`config.mk`:
```
export PLATFORM = sky130hd
export DESIGN_NAME = cacheline_adaptor
export DESIGN_NICKNAME = d
export VERILOG_FILES = /design/src/rtl/cacheline_adaptor_pkg.sv /design/src/rtl/cacheline_adaptor.sv
export SDC_FILE = /design/constraint.sdc
export NUM_CORES = 1
export LEC_CHECK = 0
export BUFFER_PORTS_ARGS = -buffer_cell sky130_fd_sc_hd__buf_2
export CAP_MARGIN = 30
export CORE_AREA = 3 3 276 278
export DETAILED_ROUTE_END_ITERATION = 10
export DIE_AREA = 0 0 279 281
export MAX_ROUTING_LAYER = met4
export PLACE_DENSITY_LB_ADDON = 0.12
export SLEW_MARGIN = 20
export SYNTH_ARGS = -nofsm -noshare
export SYNTH_HDL_FRONTEND = slang
export SYNTH_SLANG_ARGS = --single-unit
```
`constraint.sdc`:
```
create_clock -name clk -period 4.4 [get_ports clk]
set_clock_uncertainty 0.1 [all_clocks]
set_input_delay 0.66 -clock clk [delete_from_list [all_inputs] [get_ports clk]]
set_output_delay 0.66 -clock clk [all_outputs]
set_load 0.01 [all_outputs]
```
`src/rtl/cacheline_adaptor_pkg.sv`:
```
// ---------------------------------------------------------------------------
// cacheline_adaptor_pkg
//   Shared types and constants for the cache <-> burst-memory adaptor.
//   cacheline_t      : one full cache line (256 bits)
//   burst_t          : one memory beat (64 bits)
//   adaptor_state_t  : adaptor controller states
//   BEATS            : beats per line for the default geometry
// ---------------------------------------------------------------------------
package cacheline_adaptor_pkg;

  localparam int LINE_W  = 256;
  localparam int BURST_W = 64;
  localparam int ADDR_W  = 32;
  localparam int BEATS   = LINE_W / BURST_W;

  typedef logic [255:0] cacheline_t;
  typedef logic [63:0]  burst_t;

  typedef enum logic [1:0] {
    IDLE     = 2'd0,
    RD_BURST = 2'd1,
    WR_BURST = 2'd2,
    DONE     = 2'd3
  } adaptor_state_t;

endpackage

```
`src/rtl/cacheline_adaptor.sv`:
```
// ---------------------------------------------------------------------------
// cacheline_adaptor
//   Bridges the L1 cache's full-line port to a burst-oriented main memory.
//   A writeback line is serialized into BEATS beats; a fill assembles BEATS
//   beats into one line. Only one transaction is in flight at a time.
//
//   Ports
//     clk, rst_n   : clock, asynchronous active-low reset
//     line_i       : writeback line from the cache
//     line_o       : assembled fill line to the cache
//     address_i    : cache-side line address
//     read_i       : cache fill request (held until resp_o)
//     write_i      : cache writeback request (held until resp_o)
//     resp_o       : one-cycle completion pulse to the cache
//     burst_i      : memory read beat
//     burst_o      : memory write beat
//     address_o    : line-aligned burst address
//     read_o       : memory burst read request
//     write_o      : memory burst write request
//     resp_i       : memory beat strobe (one beat per high cycle)
// ---------------------------------------------------------------------------
module cacheline_adaptor
  import cacheline_adaptor_pkg::*;
#(
  parameter int LINE_WIDTH  = LINE_W,
  parameter int BURST_WIDTH = BURST_W,
  parameter int ADDR_WIDTH  = ADDR_W
) (
  input  logic                   clk,
  input  logic                   rst_n,
  input  logic [LINE_WIDTH-1:0]  line_i,
  output logic [LINE_WIDTH-1:0]  line_o,
  input  logic [ADDR_WIDTH-1:0]  address_i,
  input  logic                   read_i,
  input  logic                   write_i,
  output logic                   resp_o,
  input  logic [BURST_WIDTH-1:0] burst_i,
  output logic [BURST_WIDTH-1:0] burst_o,
  output logic [ADDR_WIDTH-1:0]  address_o,
  output logic                   read_o,
  output logic                   write_o,
  input  logic                   resp_i
);

  localparam int BEAT_N = LINE_WIDTH / BURST_WIDTH;
  localparam int CNT_W  = $clog2(BEAT_N);
  localparam logic [CNT_W-1:0] LAST_BEAT = CNT_W'(BEAT_N - 1);
  // Clears the byte-offset-within-line bits of the request address.
  localparam logic [ADDR_WIDTH-1:0] ALIGN_MASK = ~ADDR_WIDTH'(LINE_WIDTH / 8 - 1);

  adaptor_state_t          state_q, state_d;
  logic [CNT_W-1:0]        cnt_q, cnt_d;
  logic [LINE_WIDTH-1:0]   line_q, line_d;
  logic [ADDR_WIDTH-1:0]   addr_q, addr_d;

  // Line buffer viewed as an array of beats; beat 0 is the LS slice.
  logic [BURST_WIDTH-1:0]  beat_slice [BEAT_N];

  genvar gi;
  generate
    for (gi = 0; gi < BEAT_N; gi++) begin : g_slice
      assign beat_slice[gi] = line_q[gi*BURST_WIDTH +: BURST_WIDTH];
    end
  endgenerate

  // -------------------------------------------------------------------------
  // Next-state logic
  // -------------------------------------------------------------------------
  always_comb begin
    state_d = state_q;
    cnt_d   = cnt_q;
    line_d  = line_q;
    addr_d  = addr_q;

    case (state_q)
      IDLE: begin
        // Writeback wins when the cache raises both requests.
        if (write_i) begin
          line_d  = line_i;
          addr_d  = address_i & ALIGN_MASK;
          cnt_d   = '0;
          state_d = WR_BURST;
        end else if (read_i) begin
          addr_d  = address_i & ALIGN_MASK;
          cnt_d   = '0;
          state_d = RD_BURST;
        end
      end

      RD_BURST: begin
        if (resp_i) begin
          for (int i = 0; i < BEAT_N; i++) begin
            if (cnt_q == CNT_W'(i)) begin
              line_d[i*BURST_WIDTH +: BURST_WIDTH] = burst_i;
            end
          end
          cnt_d = cnt_q + 1'b1;
          if (cnt_q == LAST_BEAT) begin
            state_d = DONE;
          end
        end
      end

      WR_BURST: begin
        if (resp_i) begin
          cnt_d = cnt_q + 1'b1;
          if (cnt_q == LAST_BEAT) begin
            state_d = DONE;
          end
        end
      end

      DONE: begin
        // The cache drops its request on resp_o, so always return to IDLE.
        state_d = IDLE;
      end

      default: begin
        state_d = IDLE;
      end
    endcase
  end

  // -------------------------------------------------------------------------
  // State registers
  // -------------------------------------------------------------------------
  always_ff @(posedge clk or negedge rst_n) begin
    if (!rst_n) begin
      state_q <= IDLE;
      cnt_q   <= '0;
      line_q  <= '0;
      addr_q  <= '0;
    end else begin
      state_q <= state_d;
      cnt_q   <= cnt_d;
      line_q  <= line_d;
      addr_q  <= addr_d;
    end
  end

  // -------------------------------------------------------------------------
  // Moore outputs, decoded from registered state so reset clears them at once
  // -------------------------------------------------------------------------
  assign read_o    = (state_q == RD_BURST);
  assign write_o   = (state_q == WR_BURST);
  assign resp_o    = (state_q == DONE);
  assign line_o    = line_q;
  assign address_o = addr_q;
  assign burst_o   = (state_q == WR_BURST) ? beat_slice[cnt_q] : '0;

endmodule

```
==> results.md, run 1 <==
- Initial antenna violation count: 11
- Worst skew pair latency: 0.55 ns
- Clock sink count: 287
- Final Wtd Congestion: approximately 0.84
- Vias per cell: 4.26
- Row cnt: 100
- Area grow syn2layout: 38.2%
- RSZ-0062 raised after global routing: false
- Slowest cell on crit path: dfrtp_4
- CTS buffer count: 38
- P_int: 0.0106 W
- Clock Pin Slew Worst Setup and Hold Paths: approximately 0.060 ns
- Routed Wire Length: approximately 65000 um
- Wire per inst: 21.1 um
- Vias: 13.2k
- Synth Warn #: 0
- Hold Crit Class: input pin to asynchronous set/reset pin
- Root Driver: clkbuf_16
- Total die area: 78400 um2
- First-pass GRT wire length: 94300 um
- Port Buf Inserts: 701
- I/O Pins: 712
- Leak pwr: 10.8 nW
- Crit-path cells: buf_4 > mux4_2 > and2_1 > buf_2
- Status: completed
- DRC viols: 0
- Initial core utilization: 0.209
- Max-slew headroom: 0.334
- Hold Worst Slack: approximately 0.044 ns
- Seq pwr share: 0.299
- Layout cells sized above 1: 0.526
- CP max FO: 50
- Number of enable flip-flop cells after synthesis: 0
- Fin. Hold Viols: 0
- Final clock period utilization by the worst path: 0.833
- Pwr per Cell Area: approximately 840 nW/um2
- Pins Over Slew Limit: 0
- Worst Path Buf+Inv: 2
- Die width: 279 um
- Fmax: about 270 MHz
- Count of cell types in the netlist: 28
- CP Class: flop to output port
- Crit end category: output port
- Flops & latches, synth: 287
- Crit-path max cell delay: around 1.1 ns
- Asr flop ratio synth: 1.00
- Seq/Total Area, Yosys: 0.464
- Syn Area/Cell: between 10 and 15 um2
- Largest net degree at the start of global routing: 175
- Final ANT Viol Nets: 0
- P_sw: roughly 0.0074 W
- WP data arrival: just under 3 ns
- Footprint of the multi-input gates: ~7000 um2
- Max-cap viol count: 0
- Total track usage: 0.165
- Nets: 2456
- Vias in the first global route: 14.4k
- CTS resizes: 0
- Hold_buf cts: 0
- FF+latch area: 7190 um2
- Final WS setup: 0.733 ns
- Final core utilization: 0.288
- Worst EP required: 3.64 ns
- Post-DP HPWL: 47500 um
- H-Tree Depth: 2
- Final Non-Filler Cells: 3095
- Tmin final: 3.67 ns
- Startpoint types: flop
- Comb power frac: 0.534
- Core area: around 74000 um2
- Die Height: 281 um
- Pre-CTS setup slack: about 1.1 ns
- Top Family by Delay on Critical Path: flip-flops
- Clock power frac: 0.167
- Switching share of power: 0.411
- Clock tree buffer depth: 3
- Setup bufs post-CTS: 0
- Setup TNS: 0 ns
- DR iter-0 viols: 478
- DR pass1 iterations: 4
- Layout fillers: 8016
- Post-Synthesis Cells: 1411
- Mapped Area: 15500 um2
- CTS tree: done
- VDD IR-drop max: 0.000643 V
- Inst Count DP: 3017
- Top_reg_cell synth: dfrtp_1
- Grt ovf: 0
- Final setup viols: 0
- Worst-Margin Slew: 0.999 ns
-- cells in the mapped netlist, types with 2 or more instances --
cell | instances | area [um2]
dfrtp_1 | 287 | 7180
mux2_2 | 261 | 2940
inv_1 | 260 | 976
o21ai_0 | 259 | 1300
nand2_1 | 67 | 251
and2_1 | 64 | 400
mux4_2 | 64 | 1440
clkbuf_1 | 50 | 188
buf_2 | 32 | 160
mux2_1 | 22 | 248
ha_1 | 10 | 125
buf_4 | 5 | 37.5
nor2b_1 | 5 | 31.3
buf_1 | 4 | 15.0
mux2i_1 | 3 | 30.0
nor3_4 | 3 | 48.8
nand3_1 | 2 | 10.0
nor3b_1 | 2 | 15.0
o2111ai_1 | 2 | 17.5
-- cells in the final DEF, fill, tap and decap left out --
| cell | Yosys | final |
|---|---|---|
| o21a_1 | 1 | 1 |
| ha_1 | 10 | 8 |
| dfrtp_1 | 287 | 285 |
| dfrtp_4 | 0 | 2 |
| nor3_4 | 3 | 3 |
| nor2b_1 | 5 | 5 |
| nor2_1 | 1 | 1 |
| mux2i_2 | 1 | 1 |
| a21oi_1 | 1 | 1 |
| clkbuf_16 | 0 | 39 |
| mux2_1 | 22 | 22 |
| ha_4 | 0 | 1 |
| nand2_1 | 67 | 67 |
| buf_2 | 32 | 700 |
| buf_8 | 0 | 1 |
| a31oi_1 | 1 | 1 |
| diode_2 | 0 | 11 |
| mux2_2 | 261 | 261 |
| and2_1 | 64 | 64 |
| mux2i_1 | 3 | 3 |
| a21oi_4 | 0 | 1 |
| nand3_1 | 2 | 2 |
| inv_6 | 0 | 2 |
| o2111ai_1 | 2 | 2 |
| clkbuf_8 | 0 | 11 |
| mux4_2 | 64 | 64 |
| o21ai_2 | 0 | 1 |
| o21ai_0 | 259 | 259 |
| buf_16 | 0 | 1 |
| ha_2 | 0 | 1 |
| buf_12 | 0 | 8 |
| nor3b_1 | 2 | 2 |
| inv_1 | 260 | 260 |
| clkbuf_1 | 50 | 14 |
| conb_1 | 1 | 5 |
| buf_4 | 5 | 15 |
| o211ai_1 | 1 | 1 |
-- logic make-up (layout without fill, tap and decap cells) --
family          Yosys count  in the layout  share of synthesized area
compound gates          267            267                     0.0875
other cells               1             16                   0.000242
flops                   287            287                      0.464
buf+inv                 351           1051                     0.0889
simple gates            144            144                     0.0492
fa+ha+maj                10             10                    0.00809
mux                     351            351                      0.302
-- path summary, 6_finish.rpt --
check / from / end / slack, ns / depth (start not counted)
max: cnt_q[1] / burst_o[39] / 0.73 / 4
min: rst_n / line_o[110] / 0.04 / 1
max reg2reg: state_q[1] / line_o[150] / 1.19 / 6
min reg2reg: address_o[27] / address_o[27] / 0.40 / 1
max in group asynchronous: rst_n / line_o[142] / 3.16 / 2
min in group clk: address_i[17] / address_o[17] / 0.24 / 2
-- final cells by class --
| cell class | instances | area share |
|---|---|---|
| sequential | 287 | 0.336 |
| multi-input combinational | 777 | 0.325 |
| timing repair buffer | 725 | 0.179 |
| tap | 969 | 0.0567 |
| clock buffer | 64 | 0.0552 |
| inverter | 260 | 0.0457 |
| antenna | 11 | 0.00129 |
| clock inverter | 2 | 0.000819 |
-- per-layer routing --
layer  track usage  routed length (um)  up-vias
met5             -                   0        -
met1         0.185               25800     6602
met2         0.294               34000      434
met3        0.0412                4090       75
li1              -                   -     6087
met4        0.0409                1310        0
-- through the flow --
stage          instance area, um2  total power, W
2_1_floorplan               15500          0.0110
3_3_place_gp                20100          0.0152
6_report                    21400          0.0180
3_5_place_dp                20100          0.0153
4_1_cts                     21300          0.0185
5_1_grt                     21400          0.0193
-- flip-flops by register name, indices dropped and copies added, names as in the netlist --
name / count
line_o: 256
address_o: 27
cnt_q: 2
state_q: 2
-- power by group through the flow --
| stage | logic [W] | registers [W] | clock network [W] |
|---|---|---|---|
| 3_5_place_dp | 0.00976 | 0.00553 | 0 |
| 3_3_place_gp | 0.00967 | 0.00549 | 0 |
| 4_1_cts | 0.00979 | 0.00550 | 0.00316 |
| 6_report | 0.00962 | 0.00539 | 0.00301 |
| 2_1_floorplan | 0.00550 | 0.00554 | 0 |
| 5_1_grt | 0.0105 | 0.00558 | 0.00328 |
(Power assumes the default switching activity.)
==> run 2, diff against run 1 <==
--- a/config.mk
+++ b/config.mk
@@ -7,9 +7,9 @@
 export LEC_CHECK = 0
 export BUFFER_PORTS_ARGS = -buffer_cell sky130_fd_sc_hd__buf_2
 export CAP_MARGIN = 30
-export CORE_AREA = 3 3 276 278
+export CORE_AREA = 3 3 275 277
 export DETAILED_ROUTE_END_ITERATION = 10
-export DIE_AREA = 0 0 279 281
+export DIE_AREA = 0 0 278 280
 export MAX_ROUTING_LAYER = met4
 export PLACE_DENSITY_LB_ADDON = 0.12
 export SLEW_MARGIN = 20
==> constraint.sdc (replaced) <==
create_clock -name clk -period 3.2 [get_ports clk]
set_clock_uncertainty 0.1 [all_clocks]
set_input_delay 0.48 -clock clk [delete_from_list [all_inputs] [get_ports clk]]
set_output_delay 0.48 -clock clk [all_outputs]
set_load 0.01 [all_outputs]
==> run 2 against run 1 <==
Count of clock-buffer cells in the layout decreased by 6. Power increased by 39%. Design area increased by 0.63%. Critical path type unchanged.
==> results.md, run 2 (synthesized netlist as in run 1, its figures left out) <==
- Final WS setup: 0.210 ns (was 0.733 ns)
- Vias in the first global route: 14.4k (about the same)
- Setup TNS: 0 ns (unchanged)
- Worst Setup SP: cnt_q[0] (was cnt_q[1])
- Most frequent cells in the layout: buf_2, dfrtp_1, mux2_2 (unchanged)
- Worst skew pair latency: 0.55 ns (about the same)
- Comb power frac: 0.541 (was 0.534)
- Pwr per Cell Area: 1160 nW/um2 (was 843 nW/um2)
- Capture point of the worst reg-to-reg path: line_o[213] (was line_o[150])
- Vias: 13.2k (about the same)
- Status: completed (unchanged)
- Routed Wire Length: 64800 um (was 65200 um)
- Worst EP required: 2.62 ns (was 3.64 ns)
- Max-slew headroom: 0.451 (was 0.334)
- Final clock period utilization by the worst path: 0.934
- Fmax: 334 MHz
- Nets: 2462 (was 2456)
- RSZ-0062 raised after global routing: false (unchanged)
- Total track usage: 0.165 (about the same)
- Grt ovf: 0 (unchanged)
- CTS tree: done (unchanged)
- Layout cells sized above 1: 0.529 (was 0.526)
- Row cnt: 99 (was 100)
- Seq pwr share: 0.286 (was 0.299)
- Clock tree buffer depth: 3 (unchanged)
- Die Height: 280 um (was 281 um)
- Root Driver: clkbuf_16 (unchanged)
- CP Class: flop to output port (unchanged)
- Vias per cell: 4.26 (about the same)
- Fin area: 21500 um2 (was 21400 um2)
- Critical path endpoint: burst_o[15] (was burst_o[39])
- Core area: 73100 um2 (was 74200 um2)
- Hold Worst Slack: 0.0638 ns (was 0.0435 ns)
- Final setup viols: 0 (unchanged)
- Largest net degree at the start of global routing: 185 (was 175)
- Wire per inst: 21.0 um (was 21.1 um)
- Placed cell area: 20200 um2 (was 20100 um2)
- Switching share of power: 0.408 (was 0.411)
- VDD IR-drop max: 0.000713 V (was 0.000643 V)
- Startpoint types: flop (unchanged)
- Max-cap viol count: 0 (unchanged)
- Most common cell after layout, fill and taps aside: buf_2 (unchanged)
- DR pass1 iterations: 5 (was 4)
- Total die area: 77800 um2 (was 78400 um2)
- H-Tree Depth: 2 (unchanged)
- Reg2Reg Launch Point: state_q[0] (was state_q[1])
- Path depth of the worst reg2reg path: 6 (unchanged)
- Reg-to-reg slack, setup: 0.64 ns (was 1.19 ns)
- Port Buf Inserts: 701 (unchanged)
- Area grow syn2layout: 39.0% (was 38.2%)
- Crit end category: output port (unchanged)
- Post-DP HPWL: 47600 um (was 47500 um)
- CP max FO: 20 (was 50)
- Clock sink count: 287 (unchanged)
- Tmin final: 2.99 ns
- Die width: 278 um (was 279 um)
- Initial core utilization: 0.212 (was 0.209)
- Initial antenna violation count: 10 (was 11)
- Final ANT Viol Nets: 0 (unchanged)
- P_sw: 0.0102 W (was 0.00740 W)
- Largest register FFs: 256 (unchanged)
- DRC viols: 0 (unchanged)
- WP data arrival: 2.41 ns (was 2.91 ns)
- Leak pwr: 10.9 nW (was 10.8 nW)
- Worst-Margin Slew: 0.823 ns (was 0.999 ns)
- Fin. Hold Viols: 0 (unchanged)
- Pins Over Slew Limit: 0 (unchanged)
- Final core utilization: 0.294 (was 0.288)
- I/O Pins: 712 (unchanged)
- Pre-CTS setup slack: 0.615 ns (was 1.06 ns)
- Final Wtd Congestion: 0.873 (was 0.841)
- First-pass GRT wire length: 94300 um (about the same)
- Hold Crit Class: input pin to flop (was input pin to asynchronous set/reset pin)
- CTS buffer count: 38 (unchanged)
- P_int: 0.0148 W (was 0.0106 W)
- DR iter-0 viols: 529 (was 478)
- CTS resizes: 0 (unchanged)
- Clock Pin Slew Worst Setup and Hold Paths: 0.06 ns (about the same)
- Clock power frac: 0.173 (was 0.167)
[run 2: cell count changes in the layout (fill, tap and decap cells not counted), moves of 2 or more]
cell,change
clkinv_2,+4
clkbuf_1,-6
buf_12,+6
bufinv_16,+2
diode_2,-2
[run 2: cell type report]
| cell class | instances | area (um2) |
|---|---|---|
| clock buffer | 58 | 1160 |
| tap | 959 | 1200 |
| antenna | 9 | 22.5 |
| inverter | 260 | 976 |
| sequential | 287 | 7190 |
| timing repair buffer | 731 | 3920 |
| multi-input combinational | 777 | 6960 |
| fill | 7878 | 51600 |
| clock inverter | 7 | 88.8 |
[run 2: metrics by stage]
stage | total power, W | cells
floorplan | 0.0152 | 1415
global placement | 0.0210 | 3013
detailed placement | 0.0211 | 3013
CTS | 0.0256 | 3079
global route | 0.0268 | 3088
finish | 0.0250 | 3088
[run 2: what timing repair did]
action	in CTS	in global routing
buffers inserted	0	0
hold buffers	1	0
hold endpoints to repair	64	0
[run 2: per-layer routing]
| layer | routed length, um | GRT usage |
|---|---|---|
| met1 | 26000 | 0.191 |
| met2 | 33200 | 0.286 |
| met3 | 4060 | 0.0399 |
| met4 | 1590 | 0.0482 |
| met5 | 0 | - |
[run 2: worst min path at each step]
stage | cells past startpoint | slack [ns] | start | to
after floorplan | 0 | 0.08 | rst_n | address_o[10]
after global placement | 1 | 0.39 | address_o[7] | address_o[7]
after detailed placement | 1 | 0.39 | address_o[28] | address_o[28]
after CTS | 2 | 0.009 | address_i[11] | address_o[11]
after global routing | 2 | 0.03 | address_i[20] | address_o[20]
final | 2 | 0.06 | address_i[11] | address_o[11]
[run 2: power by group through the flow]
stage,combinational (W),clock [W],sequential [W]
after CTS,0.0139,0.00452,0.00720
after floorplan,0.00757,0,0.00762
after detailed placement,0.0139,0,0.00725
after global placement,0.0138,0,0.00721
final,0.0136,0.00433,0.00717
after global routing,0.0147,0.00466,0.00744
[run 2: worst max-delay path, cell delays in order (launching register included)]
cell	delay, ns
dfrtp_4	0.65
buf_12	0.27
mux4_2	0.59
and2_1	0.18
buf_2	0.13
